`config.mk`:
```
export PLATFORM = sky130hd
export DESIGN_NAME = acc_mult_signed_seq_flat
export DESIGN_NICKNAME = d
export VERILOG_FILES = /design/src/rtl/acc_mult_signed_seq_pkg.sv /design/src/rtl/acc_mult_signed_seq_if.sv /design/src/rtl/acc_mult_signed_seq_layer.sv /design/src/rtl/acc_mult_signed_seq.sv /design/src/flat_wrapper.sv
export SDC_FILE = /design/constraint.sdc
export NUM_CORES = 1
export LEC_CHECK = 0
export CAP_MARGIN = 10
export CORE_MARGIN = 2
export CORE_UTILIZATION = 45
export CTS_BUF_LIST = sky130_fd_sc_hd__clkbuf_16
export DETAILED_ROUTE_END_ITERATION = 12
export HOLD_SLACK_MARGIN = 0.15
export PLACE_DENSITY = 0.67
export SYNTH_ARGS = -nofsm -noshare
export SYNTH_HDL_FRONTEND = slang
export SYNTH_SLANG_ARGS = --single-unit
```
`constraint.sdc`:
```
create_clock -name clk -period 8.2 [get_ports clk]
set_input_delay 1.64 -clock clk [delete_from_list [all_inputs] [get_ports clk]]
set_output_delay 1.64 -clock clk [all_outputs]
set_load 0.01 [all_outputs]
```
`src/rtl/acc_mult_signed_seq_pkg.sv`:
```
// acc_mult_pkg: shared types and sizing helpers for the iterative signed
// multiplier (acc_mult_signed_seq).
//   state_t     : controller states IDLE / RUN / DONE
//   calc_nl     : number of 2-bit digit layers for a WB-bit multiplier operand
//   calc_cnt_w  : layer counter width, never narrower than 1 bit
package acc_mult_pkg;

  typedef enum logic [1:0] {
    IDLE = 2'd0,
    RUN  = 2'd1,
    DONE = 2'd2
  } state_t;

  function automatic int calc_nl(input int wb);
    return wb / 2;
  endfunction

  function automatic int calc_cnt_w(input int nl);
    return (nl < 2) ? 1 : $clog2(nl);
  endfunction

endpackage

```
`src/rtl/acc_mult_signed_seq_if.sv`:
```
// acc_mult_signed_seq_if: operand / product handshake bundle.
//   in_valid/in_ready/in_a/in_b : operand side (producer -> multiplier)
//   out_valid/out_ready/out_p   : product side (multiplier -> consumer)
//   busy                        : multiplier is in RUN or DONE
//   in_acc                      : accumulate request, present only when
//                                 ACC_MULT_MAC_EN is defined
//   slave  modport : the multiplier
//   master modport : the producer/consumer environment
interface acc_mult_signed_seq_if #(
  parameter int WA = 8,
  parameter int WB = 8
);
  localparam int WP = WA + WB;

  logic          in_valid;
  logic          in_ready;
  logic [WA-1:0] in_a;
  logic [WB-1:0] in_b;
  logic          out_valid;
  logic          out_ready;
  logic [WP-1:0] out_p;
  logic          busy;
`ifdef ACC_MULT_MAC_EN
  logic          in_acc;

  modport slave (
    input  in_valid, in_a, in_b, in_acc, out_ready,
    output in_ready, out_valid, out_p, busy
  );
  modport master (
    output in_valid, in_a, in_b, in_acc, out_ready,
    input  in_ready, out_valid, out_p, busy
  );
`else
  modport slave (
    input  in_valid, in_a, in_b, out_ready,
    output in_ready, out_valid, out_p, busy
  );
  modport master (
    output in_valid, in_a, in_b, out_ready,
    input  in_ready, out_valid, out_p, busy
  );
`endif

endinterface

```
`src/rtl/acc_mult_signed_seq_layer.sv`:
```
// acc_layer_step: one combinational 2-bit digit layer.
//   i_a     : signed multiplicand (WA bits)
//   i_digit : 2-bit digit of the multiplier
//   i_last  : digit is the most-significant one (signed, -2..1),
//             otherwise unsigned (0..3)
//   o_pp    : signed partial product i_a * digit (WA+2 bits)
module acc_layer_step #(
  parameter int WA = 8
) (
  input  logic [WA-1:0]        i_a,
  input  logic [1:0]           i_digit,
  input  logic                 i_last,
  output logic signed [WA+1:0] o_pp
);

  logic signed [2:0]    w_d;
  logic signed [WA+1:0] w_a_ext;
  logic signed [WA+1:0] w_d_ext;

  // |a*d| <= 3*2^(WA-1) fits in WA+2 signed bits, so the truncated product is exact.
  assign w_d     = i_last ? {i_digit[1], i_digit} : {1'b0, i_digit};
  assign w_a_ext = (WA+2)'($signed(i_a));
  assign w_d_ext = (WA+2)'(w_d);
  assign o_pp    = w_a_ext * w_d_ext;

endmodule

```
`src/rtl/acc_mult_signed_seq.sv`:
```
// acc_mult_signed_seq: iterative two's-complement multiplier, one 2-bit digit
// layer of B per clock, accumulated into a WA+WB product register.
//   clk : system clock, rising edge
//   rst : asynchronous active-high reset
//   bus : acc_mult_signed_seq_if.slave (operand and product handshakes, busy)
// Optional build macro ACC_MULT_MAC_EN: adds bus.in_acc; when set at accept
// the product register starts from the previous result (multiply-accumulate,
// wrapping modulo 2^WP).
//
// state | meaning
// IDLE  | in_ready high, waiting for operands
// RUN   | one digit layer accumulated per clock, NL clocks
// DONE  | product presented, held until out_ready
module acc_mult_signed_seq
  import acc_mult_pkg::*;
#(
  parameter int WA = 8,
  parameter int WB = 8
) (
  input logic                  clk,
  input logic                  rst,
  acc_mult_signed_seq_if.slave bus
);

  localparam int WP = WA + WB;
  localparam int NL = calc_nl(WB);
  localparam int CW = calc_cnt_w(NL);

  state_t r_state;
  state_t w_state_nxt;

  logic [WA-1:0] r_a;
  logic [WB-1:0] r_b;
  logic [CW-1:0] r_cnt;
  logic [WP-1:0] r_p;

  logic                 w_accept;
  logic                 w_last;
  logic [1:0]           w_digit;
  logic [CW:0]          w_shamt;
  logic signed [WA+1:0] w_pp;
  logic signed [WP-1:0] w_pp_ext;
  logic [WP-1:0]        w_layer;
  logic [WP-1:0]        w_p_init;

  assign w_accept = (r_state == IDLE) && bus.in_valid;
  assign w_last   = (r_cnt == CW'(NL - 1));

  always_ff @(posedge clk or posedge rst) begin
    if (rst) r_state <= IDLE;
    else     r_state <= w_state_nxt;
  end

  always_comb begin
    w_state_nxt   = r_state;
    bus.in_ready  = 1'b0;
    bus.out_valid = 1'b0;
    bus.busy      = 1'b0;
    case (r_state)
      IDLE: begin
        bus.in_ready = 1'b1;
        if (bus.in_valid) w_state_nxt = RUN;
      end
      RUN: begin
        bus.busy = 1'b1;
        if (w_last) w_state_nxt = DONE;
      end
      DONE: begin
        bus.busy      = 1'b1;
        bus.out_valid = 1'b1;
        if (bus.out_ready) w_state_nxt = IDLE;
      end
      default: w_state_nxt = IDLE;
    endcase
  end

  always_comb begin
    w_digit = 2'b00;
    for (int i = 0; i < NL; i++) begin
      if (r_cnt == CW'(i)) w_digit = r_b[2*i +: 2];
    end
  end

  acc_layer_step #(.WA(WA)) u_layer (
    .i_a     (r_a),
    .i_digit (w_digit),
    .i_last  (w_last),
    .o_pp    (w_pp)
  );

  assign w_shamt  = {r_cnt, 1'b0};
  assign w_pp_ext = WP'(w_pp);
  assign w_layer  = w_pp_ext << w_shamt;

`ifdef ACC_MULT_MAC_EN
  // r_p still holds the last delivered product while idle.
  assign w_p_init = bus.in_acc ? r_p : '0;
`else
  assign w_p_init = '0;
`endif

  always_ff @(posedge clk or posedge rst) begin
    if (rst) begin
      r_a   <= '0;
      r_b   <= '0;
      r_cnt <= '0;
      r_p   <= '0;
    end else if (w_accept) begin
      r_a   <= bus.in_a;
      r_b   <= bus.in_b;
      r_cnt <= '0;
      r_p   <= w_p_init;
    end else if (r_state == RUN) begin
      r_p   <= r_p + w_layer;
      r_cnt <= r_cnt + 1'b1;
    end
  end

  assign bus.out_p = r_p;

endmodule

```
`src/flat_wrapper.sv`:
```
// flat-port wrapper written by rule: the top's interface ports become plain ports
module acc_mult_signed_seq_flat import acc_mult_pkg::*;
#(
  parameter int WA = 8,
  parameter int WB = 8
)
  (clk, rst, bus_in_valid, bus_in_a, bus_in_b, bus_out_ready, bus_in_ready, bus_out_valid, bus_out_p, bus_busy);
  acc_mult_signed_seq_if #(.WA(WA), .WB(WB)) bus_i ();
  input logic clk;
  input logic rst;
  input wire logic [$bits(bus_i.in_valid)-1:0] bus_in_valid;
  input wire logic [$bits(bus_i.in_a)-1:0] bus_in_a;
  input wire logic [$bits(bus_i.in_b)-1:0] bus_in_b;
  input wire logic [$bits(bus_i.out_ready)-1:0] bus_out_ready;
  output wire logic [$bits(bus_i.in_ready)-1:0] bus_in_ready;
  output wire logic [$bits(bus_i.out_valid)-1:0] bus_out_valid;
  output wire logic [$bits(bus_i.out_p)-1:0] bus_out_p;
  output wire logic [$bits(bus_i.busy)-1:0] bus_busy;
  assign bus_i.in_valid = bus_in_valid;
  assign bus_i.in_a = bus_in_a;
  assign bus_i.in_b = bus_in_b;
  assign bus_i.out_ready = bus_out_ready;
  assign bus_in_ready = bus_i.in_ready;
  assign bus_out_valid = bus_i.out_valid;
  assign bus_out_p = bus_i.out_p;
  assign bus_busy = bus_i.busy;
  acc_mult_signed_seq #(.WA(WA), .WB(WB)) u_core (.clk(clk), .rst(rst), .bus(bus_i));
endmodule
```
==> run_results.csv <==
group,metric,value,unit
detailed_routing,total_detailed_routing_wirelength,6780,um
place,io_buffers,38,
timing,grt_setup_unrepaired,"false",
logic_synthesis,ys_warnings,0,
power_and_ir_drop,power.ir.vdd_worst,209,uV
detailed_routing,via_count,2601,
power_and_ir_drop,power.density_cell_area,461,nW/um2
detailed_routing,top_signal_layer_used,"met4",
timing,achievable-frequency,145,MHz
timing,report.final.hold_viol_count,0,
power_and_ir_drop,report.power.total,1.73,mW
logic_synthesis,postSynthCellCount,368,
logic_synthesis,count_of_flip_flops_with_a_built_in_enable_after_synthesis,0,
setup_path,worstPathMaxFanout,23,
global_route,grt_overflow,0,
final_layout,syn_to_final_growth,18.7,%
detailed_routing,drt_iter0_markers,81,
final_layout,final_nets,468,
clock_network,post_cts_resized,0,
timing,timing.slew.headroom,39.1,%
place,numPlacedInstances,492,
die,area_of_the_die,7720,um2
clock_network,tritoncts_buffers,5,
clock_network,cts.reportedPaths.clkPinSlew,0.06,ns
die,die_height,87.9,um
logic_synthesis,number_of_flip_flops_and_latches_in_the_synthesized_netlist,36,
setup_path,cp_bufs_invs,1,
logic_synthesis,synth.top_cells.by_area,"sky130_fd_sc_hd__dfrtp_1 28%, sky130_fd_sc_hd__ha_1 14%, sky130_fd_sc_hd__nand2_1 7.8%, sky130_fd_sc_hd__fa_1 6.3%, sky130_fd_sc_hd__nor2_1 5.1%",
die,die_width,87.9,um
timing,timing.final.max_slew_violations,0,
clock_network,clock-sinks,36,
timing,layout_worst_path_cycle_share,84.0,%
timing,hold-worst-slack,0.486,ns
clock_network,cts-hold-fix-buffers,0,
place,place.gp.congestion,0.901,
die,row_count,30,
clock_network,cts_setup_buffers,0,
logic_synthesis,ys.flop_type,"sky130_fd_sc_hd__dfrtp_1",
clock_network,worst_skew_pair.late_latency,0.28,ns
setup_path,timing.critical_path.slowest_cell_delay,0.74,ns
die,core-area,6790,um2
logic_synthesis,post_synth.cell_area_avg,8.60,um2
clock_network,clock-root-buffer,"sky130_fd_sc_hd__clkbuf_16",
global_route,grt_pass1_vias,2512,
global_route,track_usage,19.0,%
setup_path,worst-endpoint-arrival,7.09,ns
global_route,grt_antenna_before_repair,0,
die,initial_utilization,46.6,%
setup_path,crit_path_start_kind,"flop",
global_route,largest_net_degree_at_the_start_of_global_routing,37,
timing,final.setup_skew,0.00644,ns
logic_synthesis,synth_sequential_area_ratio,28.5,%
final_layout,post_route_core_utilization,55.3,%
setup_path,crit_type,"reg -> reg",
setup_path,category_of_the_worst_setup_path_capture_point,"flop",
final_layout,number_of_inserted_filler_cells_in_the_final_layout,650,
setup_path,critical-path-top-delay-family,"adder cells",
detailed_routing,number_of_vias_per_cell_after_detailed_routing,5.20,
clock_network,cts_tree,"done",
setup_path,critPathMostFrequentCell,"sky130_fd_sc_hd__a21oi_1",
timing,period_needed,6.89,ns
detailed_routing,drtPass1Iterations,5,
global_route,grt_first_pass_wirelength,11600,um
setup_path,worst_path_max_delay_cell,"sky130_fd_sc_hd__dfrtp_1",
final_layout,num_antenna_cells,0,
clock_network,htree_levels,2,
timing,setup_violations,0,
detailed_routing,met2_length,3190,um
detailed_routing,wire_per_inst,13.6,um
power_and_ir_drop,leakage_power,1.84,nW
final_layout,final_layout_size_suffix_gt1_share,4.95,%
detailed_routing,met3_length,206,um
die,io_pins,39,
logic_synthesis,synthDominantAreaCellType,"sky130_fd_sc_hd__dfrtp_1",
logic_synthesis,synth_cell_types,45,
timing,tightest_slew,0.914,ns
job,timing.max_cap.violations,0,
clock_network,clockBufferDepth,2,
logic_synthesis,syn_area,3170,um2
detailed_routing,final_antenna_net_count,0,
detailed_routing,drc_violations_left,0,
place,place.detailed.hpwl,5180,um
setup_path,critical_path_required,8.40,ns
final_layout,finalNonFillerCells,500,
run_status,run_status,"finished, final reports clean",
timing,finalSetupTns,0,ns
min_path,holdCritPathClass,"reg -> reg",
logic_synthesis,yosysTopAreaCellShare,28.5,%
detailed_routing,met1_length,3340,um
logic_synthesis,syn-num-nets,433,
logic_synthesis,synth_async_sr_flop_share,100,%
-- stage by stage --
step	cell area [um2]	setup slack (ns)
5_1_grt	3760	0.741
4_1_cts	3760	1.33
3_5_place_dp	3610	1.38
3_3_place_gp	3610	1.70
6_report	3760	1.31
2_1_floorplan	3170	2.21
-- final cells by class --
class,instances,area [um2],area share (%)
clock buffer,5,125,3.33
clock inverter,3,23.8,0.633
inverter,15,56.3,1.50
multi-input combinational,305,2130,56.8
sequential,36,901,24.0
tap,96,120,3.20
timing repair buffer,40,395,10.5
-- synthesized netlist by cell type (2+ instances only) --
library cell	number
sky130_fd_sc_hd__o31ai_1	2
sky130_fd_sc_hd__nor2_1	43
sky130_fd_sc_hd__a31oi_1	4
sky130_fd_sc_hd__buf_6	2
sky130_fd_sc_hd__dfrtp_1	36
sky130_fd_sc_hd__inv_1	14
sky130_fd_sc_hd__a21oi_1	27
sky130_fd_sc_hd__nand2_1	66
sky130_fd_sc_hd__o21ai_2	2
sky130_fd_sc_hd__xnor2_1	14
sky130_fd_sc_hd__o21bai_1	4
sky130_fd_sc_hd__a211oi_1	5
sky130_fd_sc_hd__nor3_1	4
sky130_fd_sc_hd__mux2i_1	16
sky130_fd_sc_hd__fa_1	10
sky130_fd_sc_hd__nand3b_1	2
sky130_fd_sc_hd__ha_1	35
sky130_fd_sc_hd__a21oi_2	2
sky130_fd_sc_hd__nor2b_1	16
sky130_fd_sc_hd__and3_1	2
sky130_fd_sc_hd__nand2b_1	3
sky130_fd_sc_hd__xor2_1	7
sky130_fd_sc_hd__a21o_1	8
sky130_fd_sc_hd__clkbuf_1	8
sky130_fd_sc_hd__o21ai_0	16
-- registers in the layout, indices dropped and copies added (netlist names) --
signal,flops
u_core.r_cnt,2
u_core.bus.out_p,16
u_core.r_state,2
u_core.r_a,8
u_core.r_b,8
-- kinds of logic (layout without fill, tap and decap cells) --
kind of cell             Yosys count  count (layout)  synth area share (%)
AO/OA/AOI/OAI                     78              78                  15.9
XOR/XNOR                          22              22                  6.32
adder cells (fa/ha/maj)           45              45                  20.2
buffers and inverters             27              63                  4.11
flip-flops                        36              36                  28.5
multiplexers                      16              16                  5.06
AND/OR/NAND/NOR                  144             144                  20.0
-- worst paths after layout --
check | slack, ns | cells past startpoint | to | startpoint
setup / recovery | 1.31 | 26 | u_core.bus.out_p[15] | u_core.r_cnt[0]
hold / removal | 0.49 | 2 | u_core.r_b[3] | u_core.r_b[3]
setup reg to reg | 1.31 | 26 | u_core.bus.out_p[15] | u_core.r_cnt[0]
hold reg to reg | 0.49 | 2 | u_core.r_b[3] | u_core.r_b[3]
max in group asynchronous | 6.08 | 3 | u_core.bus.out_p[14] | rst
min in group asynchronous | 1.78 | 3 | u_core.r_b[2] | rst
-- worst min-delay path, cell delays in order (launching register included) --
cell and delay (ns):
sky130_fd_sc_hd__dfrtp_1 0.34, sky130_fd_sc_hd__nand2_1 0.06, sky130_fd_sc_hd__nand2_1 0.06
-- power breakdown --
group          internal, mW  leakage, nW  switching [mW]
clock                 0.113       0.0660          0.0767
sequential            0.254        0.460          0.0826
combinational         0.537         1.32           0.669
-- per-layer routing --
metal,track usage [%],vias up
li1,-,1317
met1,27.8,1240
met2,29.8,42
met3,2.54,2
met4,5.03,0
met5,0,-
-- placed cells by master (no fill, tap or decap), drive strengths merged, types with 4 or more instances in the layout --
cell type / n
nand2: 66
nor2: 43
clkdlybuf4s50: 38
dfrtp: 36
ha: 35
a21oi: 29
o21ai: 19
mux2i: 16
nor2b: 16
xnor2: 15
inv: 14
fa: 10
a21o: 8
xor2: 7
a211oi: 6
clkbuf: 5
nor3: 4
o21bai: 4
a31oi: 4
Power figures use the tool's default switching activity.
